**src/rtl/urom_loader_if.sv**
```systemverilog
// Byte-stream input and control-store write bus of the microcode loader.
interface urom_loader_if #(
  parameter int unsigned ADDR_WIDTH = 13,
  parameter int unsigned WORD_WIDTH = 48
);
  logic [7:0]            in_data;
  logic                  in_valid;
  logic                  in_ready;
  logic                  wr_en;
  logic [ADDR_WIDTH-1:0] wr_addr;
  logic [WORD_WIDTH-1:0] wr_data;

  modport master (
    output in_data, in_valid,
    input  in_ready, wr_en, wr_addr, wr_data
  );

  modport slave (
    input  in_data, in_valid,
    output in_ready, wr_en, wr_addr, wr_data
  );
endinterface

```
**src/rtl/urom_loader.sv**
```systemverilog
// Fills the writable control store from a counted, XOR-checksummed byte stream and
// holds the microsequencer in reset until a load completes with a good checksum.
module urom_loader #(
  parameter int unsigned ADDR_WIDTH     = 13,
  parameter int unsigned WORD_WIDTH     = 48,
  parameter int unsigned BYTES_PER_WORD = 6
) (
  input  logic              clock,
  input  logic              reset,
  input  logic              start,
  urom_loader_if.slave      bus,
  output logic              seq_notReset,
  output logic              busy,
  output logic              done,
  output logic              error,
  output logic [ADDR_WIDTH:0] words_written
);

  localparam int unsigned IDX_W     = (BYTES_PER_WORD > 1) ? $clog2(BYTES_PER_WORD) : 1;
  localparam int unsigned MAX_WORDS = 1 << ADDR_WIDTH;

  typedef enum logic [2:0] {
    IDLE, CNT_LO, CNT_HI, DATA, WRITE, CHECK, DONE, ERROR
  } state_t;

  state_t state, state_next;

  logic [15:0]                   count;
  logic [7:0]                    checksum;
  logic [IDX_W-1:0]              byte_idx;
  logic [BYTES_PER_WORD*8-1:0]   word_buf;
  logic [ADDR_WIDTH-1:0]         addr;
  logic [15:0]                   new_count;
  logic                          accept;
  logic                          launch;

  assign new_count = {bus.in_data, count[7:0]};

  always_ff @(posedge clock) begin
    if (reset) state <= IDLE;
    else       state <= state_next;
  end

  always_comb begin
    state_next   = state;
    launch       = 1'b0;
    bus.in_ready = 1'b0;
    bus.wr_en    = 1'b0;
    busy         = 1'b1;
    done         = 1'b0;
    error        = 1'b0;
    seq_notReset = 1'b0;
    unique case (state)
      IDLE, DONE, ERROR: begin
        busy         = 1'b0;
        done         = (state == DONE);
        error        = (state == ERROR);
        seq_notReset = (state == DONE);
        if (start) begin
          launch     = 1'b1;
          state_next = CNT_LO;
        end
      end
      CNT_LO: begin
        bus.in_ready = 1'b1;
        if (bus.in_valid) state_next = CNT_HI;
      end
      CNT_HI: begin
        bus.in_ready = 1'b1;
        if (bus.in_valid) begin
          if (32'(new_count) > MAX_WORDS) state_next = ERROR;
          else if (new_count == '0)       state_next = CHECK;
          else                            state_next = DATA;
        end
      end
      DATA: begin
        bus.in_ready = 1'b1;
        if (bus.in_valid && byte_idx == IDX_W'(BYTES_PER_WORD - 1)) state_next = WRITE;
      end
      WRITE: begin
        bus.wr_en  = 1'b1;
        state_next = ((32'(words_written) + 1) == 32'(count)) ? CHECK : DATA;
      end
      CHECK: begin
        bus.in_ready = 1'b1;
        if (bus.in_valid) state_next = (bus.in_data == checksum) ? DONE : ERROR;
      end
      default: state_next = IDLE;
    endcase
    accept = bus.in_valid && bus.in_ready;
  end

  // Datapath; the check byte itself never enters the running checksum.
  always_ff @(posedge clock) begin
    if (reset) begin
      count         <= '0;
      checksum      <= '0;
      byte_idx      <= '0;
      word_buf      <= '0;
      addr          <= '0;
      words_written <= '0;
    end else if (launch) begin
      count         <= '0;
      checksum      <= '0;
      byte_idx      <= '0;
      addr          <= '0;
      words_written <= '0;
    end else begin
      if (accept && state != CHECK) checksum <= checksum ^ bus.in_data;
      case (state)
        CNT_LO: if (accept) count[7:0]  <= bus.in_data;
        CNT_HI: if (accept) count[15:8] <= bus.in_data;
        DATA: if (accept) begin
          for (int unsigned k = 0; k < BYTES_PER_WORD; k++)
            if (byte_idx == IDX_W'(k)) word_buf[8*k +: 8] <= bus.in_data;
          byte_idx <= byte_idx + 1'b1;
        end
        WRITE: begin
          addr          <= addr + 1'b1;
          words_written <= words_written + 1'b1;
          byte_idx      <= '0;
        end
        default: ;
      endcase
    end
  end

  assign bus.wr_addr = addr;
  assign bus.wr_data = word_buf[WORD_WIDTH-1:0];

endmodule

```
**src/flat_wrapper.sv**
```systemverilog
// flat-port wrapper written by rule: the top's interface ports become plain ports
module urom_loader_flat 
#(
  parameter int unsigned ADDR_WIDTH     = 13,
  parameter int unsigned WORD_WIDTH     = 48,
  parameter int unsigned BYTES_PER_WORD = 6
)
  (clock, reset, start, seq_notReset, busy, done, error, words_written, bus_in_data, bus_in_valid, bus_in_ready, bus_wr_en, bus_wr_addr, bus_wr_data);
  urom_loader_if #(.ADDR_WIDTH(ADDR_WIDTH), .WORD_WIDTH(WORD_WIDTH)) bus_i ();
  input  logic clock;
  input  logic reset;
  input  logic start;
  output logic seq_notReset;
  output logic busy;
  output logic done;
  output logic error;
  output logic [ADDR_WIDTH:0] words_written;
  input wire logic [$bits(bus_i.in_data)-1:0] bus_in_data;
  input wire logic [$bits(bus_i.in_valid)-1:0] bus_in_valid;
  output wire logic [$bits(bus_i.in_ready)-1:0] bus_in_ready;
  output wire logic [$bits(bus_i.wr_en)-1:0] bus_wr_en;
  output wire logic [$bits(bus_i.wr_addr)-1:0] bus_wr_addr;
  output wire logic [$bits(bus_i.wr_data)-1:0] bus_wr_data;
  assign bus_i.in_data = bus_in_data;
  assign bus_i.in_valid = bus_in_valid;
  assign bus_in_ready = bus_i.in_ready;
  assign bus_wr_en = bus_i.wr_en;
  assign bus_wr_addr = bus_i.wr_addr;
  assign bus_wr_data = bus_i.wr_data;
  urom_loader #(.ADDR_WIDTH(ADDR_WIDTH), .WORD_WIDTH(WORD_WIDTH), .BYTES_PER_WORD(BYTES_PER_WORD)) u_core (.clock(clock), .reset(reset), .start(start), .bus(bus_i), .seq_notReset(seq_notReset), .busy(busy), .done(done), .error(error), .words_written(words_written));
endmodule
```
**config.mk**
```make
export PLATFORM = sky130hd
export DESIGN_NAME = urom_loader_flat
export DESIGN_NICKNAME = d
export VERILOG_FILES = /design/src/rtl/urom_loader_if.sv /design/src/rtl/urom_loader.sv /design/src/flat_wrapper.sv
export SDC_FILE = /design/constraint.sdc
export NUM_CORES = 1
export LEC_CHECK = 0
export ABC_AREA = 1
export BUFFER_PORTS_ARGS = -buffer_cell sky130_fd_sc_hd__buf_2
export CAP_MARGIN = 20
export CORE_ASPECT_RATIO = 2
export CORE_MARGIN = 2
export CORE_UTILIZATION = 57
export CTS_CLUSTER_SIZE = 24
export DETAILED_ROUTE_END_ITERATION = 16
export GPL_TIMING_DRIVEN = 0
export PLACE_DENSITY = 0.78
export SETUP_SLACK_MARGIN = 0.02
export SLEW_MARGIN = 20
export SYNTH_ARGS = -nofsm -noshare
export SYNTH_HDL_FRONTEND = slang
export SYNTH_SLANG_ARGS = --single-unit
```
**constraint.sdc**
```tcl
create_clock -name clock -period 5.95 [get_ports clock]
set_clock_uncertainty 0.1 [all_clocks]
set_input_delay 0.2975 -clock clock [delete_from_list [all_inputs] [get_ports clock]]
set_output_delay 0.2975 -clock clock [all_outputs]
set_load 0.02 [all_outputs]
```
; Word level (Yosys, flattened, before mapping)
; Cells that the tools add are included.
[classes]
addsub = 4
bitwise_logic = 2
reduce_logical = 20
mux = 19
eq_ne = 21
n_lt_le_gt_ge = 1
[op_table]
columns = cell, count
row1 = $eq A32 B16 Y1, 1
row2 = $mux W3, 9
row3 = $reduce_and A4 Y1, 6
row4 = $eq A3 B3 Y1 const B, 6
row5 = $pmux W3 S6, 1
row6 = $gt A16 B14 Y1 const B, 1
row7 = $logic_not A16 Y1, 1
row8 = $add A14 B1 Y15 const B, 1
row9 = $add A14 B1 Y14 const B, 1
row10 = $add A13 B1 Y13 const B, 1
row11 = $eq A3 B2 Y1 const B, 4
row12 = $eq A8 B8 Y1, 1
row13 = $mux W1, 8
row14 = $ne A2 B2 Y1 const B, 4
row15 = $xor A8 B8 Y8, 1
row16 = $eq A3 B1 Y1 const B, 2
row17 = $logic_not A3 Y1, 2
row18 = $pmux W3 S2, 1
row19 = $reduce_and A2 Y1, 3
row20 = $reduce_and A5 Y1, 1
row21 = $ne A2 B1 Y1 const B, 2
row22 = $reduce_or A4 Y1, 1
row23 = $add A3 B1 Y3 const B, 1
row24 = $logic_and A1 B1 Y1, 3
row25 = 5 further kinds, 5
[totals]
wordCells = 80
regBits = 105
output_inout_bits = 81

; Depth between registers and ports, before layout
[depth]
depth_word = 6
mapped_depth = 17

; Least setup slack after synthesis
; No wires, ideal clock.
[synth_path]
path_type = reg-to-reg
start = reg u_core.words_written[0]
end = reg u_core.state[1]
path_stages_with_launch = 17
synth_period_minus_slack_ns = 2.055
t_arrival_ns = 1.839
n_path_buf = 0
t_required_ns = 5.734
setup_slack_ns = 3.895
setup_time_ns = 0.116
cell_sequence = dfxtp_1 ha_1 nand2_1 nor2_2 nand2_1 nand2_1 nand2_1 nand2_1 nand2_1 nor2_1 nand2_1 nor2_1 nand3_1 nand2_1 nand2_1 nand2_1 a21oi_1
[synth_between]
elab_chain_cells = 4
[synth_lines]
columns = element, line
row1 = from (decl), urom_loader.sv:16  ; output logic [ADDR_WIDTH:0] words_written
row2 = from (signal assigned), urom_loader.sv:120  ; words_written <= words_written + 1'b1;
row3 = $add A14 B1 Y15, urom_loader.sv:82  ; state_next = ((32'(words_written) + 1) == 32'(count)) ? CHECK : DATA;
row4 = $eq A32 B16 Y1, urom_loader.sv:82
row5 = $mux W3, urom_loader.sv:82
row6 = $pmux W3 S6, urom_loader.sv:53  ; unique case (state)
row7 = to (signal assigned), urom_loader.sv:41  ; else state <= state_next;
row8 = to (decl), urom_loader.sv:26  ; state_t state, state_next;
; Every way passes these cells.
; A chain may end at the register's enable or synchronous reset.

; Worst setup path after layout
[layout_path]
start = reg u_core.words_written[0]
end = reg u_core.state[2]
; Same word-level chain as after synthesis.

==> summary.md <==
| Metric | Value |
|---|---|
| GRT Util Overall | 28.4% |
| Vias per cell | 5.52 |
| Syn Inst Count | 674 |
| Starting Density | 58.8% |
| Cell family with most CP delay | simple AND/OR/NAND/NOR gates |
| Fmax | 0.427 GHz |
| Tmin final | 2.34 ns |
| CTS sink count | 105 |
| Crit-path slowest cell | dfxtp_1 |
| Kind of start point of the critical path | flop |
| Die width | 69.4 um |
| Bufs and invs on worst path | 0 |
| Largest net degree at the start of global routing | 18 |
| Avg WL per Cell | 15.2 um |
| Worst Max-Slew Pin Slew | 0.602 ns |
| Post-CTS sizing | 0 |
| Postcts setup bufs | 0 |
| Count of pins over their slew limit | 0 |
| Number of hold violations in the final report | 0 |
| CTS Buffer Depth | 2 |
| Non-Filler Instances | 876 |
| First-pass GRT wire length | 21200 um |
| Synth Register Bits | 105 |
| Min-delay src | reset |
| TritonCTS Buffers | 9 |
| Hold buffer count at CTS | 0 |
| Skew-Pair Late Insertion Delay | 0.35 ns |
| Detail Route Antenna Nets | 0 |
| Setup_tns | 0 ns |
| CP required | 6.12 ns |
| Post-synth EDFFs | 0 |
| Vias in the first global route | 4556 |
| Peak supply drop | 0.000208 V |
| Post-synth ARST share | 0% |
| Worst setup path startpoint | u_core.words_written[0]$_SDFFE_PP0P_ |
| R2r startpoint | u_core.words_written[0]$_SDFFE_PP0P_ |
| Placed instance count | 861 |
| Max incr delay on CP | 0.41 ns |
| CP cell instances | ha_1 > nand2_1 > nor2_2 > nand2_1 > nand2_1 > nand2_1 > nand2_1 > nand2_1 > nor2_1 > nand2_1 > nor2_1 > nand4_1 > nand2_1 > nand2_1 > a21oi_1 |
| Most common cell after layout, fill and taps aside | nand2_1 |
| Netlist cell types | 33 |
| Most frequent cells in the layout | 134 x nand2_1, 105 x dfxtp_1, 96 x buf_2 |
| Core ar. | 8290 um^2 |
| Mapped cell area | 4870 um^2 |
| # setup viols final | 0 |
| Die Ht | 135 um |
| Vias | 4832 |
| Period utilisation layout | 39.3% |
| Worst-path maximum fanout | 8 |
| MaxCap Viol Count | 0 |
| Setup CP Type | reg2reg |
| Cell mode on critical path | nand2_1 |
| CTS tree | built |
| Clock transition at path regs | 0.07 ns |
| Crit end category | flop |
| Antenna diodes | 0 |
| Mapped Nets | 693 |
| Final #Nets | 793 |
| Hpwl dp | 10100 um |
| # IOs | 93 |
| Rows | 47 |
| Yosys warnings | 0 |
| Area Overhead vs Synth | 17.7% |
| I/O Buffers | 89 |
| Initial antenna violation count | 0 |
| Syn Area/Cell | 7.23 um^2 |
| Final GP Congestion | 0.934 |
| Total grt overflow | 0 |
| Worst min path class | in2reg |
| Root buffer cell | clkbuf_16 |
| First-pass DRT Iterations | 5 |
| Synth Flop Type | dfxtp_1 |
| Worst Path Arrival | 2.51 ns |
| Starting DRT DRC Count | 291 |
| Area of the die | 9350 um^2 |
| P_leak | 2.48 nW |
| DRC | 0 |
| Cell area power density | 315 nW/um^2 |
| CTS H-tree depth | 3 |
| Register area share after synthesis | 43.1% |
| Share of layout cells above drive strength 1 | 19.3% |
| Detailed-route wire length | 13300 um |
| Status | finished clean |
| Relative slew slack | 59.9% |
| Unrepaired setup endpoints after global routing | no |
[final timing paths]
check,endpoint,slack (ns),cells after the start
worst min-delay path,u_core.state[1]$_SDFFE_PP0P_,0.09,2
worst max register to register,u_core.state[2]$_SDFFE_PP0P_,3.61,15
worst min register to register,u_core.bus.wr_data[8]$_SDFFE_PP0P_,0.34,2
worst max-delay path,u_core.state[2]$_SDFFE_PP0P_,3.61,15
[state kept, by name (all words and copies together), names as in the netlist]
signal,flops
u_core.bus.wr_data,48
u_core.words_written,14
u_core.checksum,8
u_core.state,3
u_core.count,16
u_core.bus.wr_addr,13
u_core.byte_idx,3
[logic make-up after synthesis]
family / share of synthesized area [%]
compound gates: 16.9
xor+xnor: 2.16
fa+ha+maj: 1.80
buf+inv: 10.3
flops: 43.1
mux: 0.411
simple gates: 25.3
[report_power, final]
part | internal (mW) | switching (mW) | total, mW
sequential | 0.740 | 0.0394 | 0.779
clock | 0.327 | 0.266 | 0.593
combinational | 0.124 | 0.310 | 0.434
total | 1.19 | 0.615 | 1.81
[Yosys cell counts, drive strengths merged, types with 7 or more instances]
| master | count | area, um^2 |
|---|---|---|
| nand2 | 136 | 515 |
| dfxtp | 105 | 2100 |
| inv | 98 | 368 |
| a21oi | 88 | 452 |
| o21ai | 65 | 325 |
| nand3 | 44 | 220 |
| nor2 | 43 | 235 |
| nand4 | 18 | 113 |
| clkbuf | 13 | 48.8 |
| buf | 12 | 76.3 |
| nor3 | 12 | 80.1 |
| xor2 | 10 | 87.6 |
| ha | 7 | 87.6 |
[worst reg2reg max path, stage by stage, from the launching register on]
cell	delay [ns]
dfxtp_1	0.41
ha_1	0.22
nand2_1	0.16
nor2_2	0.33
nand2_1	0.09
nand2_1	0.07
nand2_1	0.08
nand2_1	0.07
nand2_1	0.05
nor2_1	0.08
nand2_1	0.05
nor2_1	0.16
nand4_1	0.13
nand2_1	0.08
nand2_1	0.05
a21oi_1	0.15
[final cells by class]
cell class              count  area [um^2]
plain buffers              25          125
clock buffers               9          225
clock inverters             6         67.6
fillers                   689         2560
inverters                 100          375
multi-input cells         444         2270
flip-flops and latches    105         2100
well taps                  98          123
repair buffers             89          445
[metrics by stage]
step / hold slack, ns / setup slack (ns) / utilization (%) / cell area [um^2] / power, mW
2_1_floorplan: 0.267 / 3.89 / - / 4870 / 1.09
3_3_place_gp: 0.331 / 3.70 / 65.6 / 5440 / 1.21
3_5_place_dp: 0.334 / 3.64 / 65.6 / 5440 / 1.22
4_1_cts: 0.0856 / 3.62 / 69.2 / 5730 / 1.81
5_1_grt: 0.0901 / 3.34 / 69.2 / 5730 / 1.88
6_report: 0.0881 / 3.61 / 69.2 / 5730 / 1.81
[layer usage]
layer / routed length [um] / GRT usage, % / part of all wire (%) / up-vias
li1: - / - / - / 2402
met1: 4620 / 27.4 / 35 / 2215
met2: 7230 / 53.6 / 54 / 164
met3: 652 / 4.93 / 4.9 / 51
met4: 841 / 19.0 / 6.3 / 0
met5: 0 / 0 / 0 / -
Power figures use the tool's default switching activity.
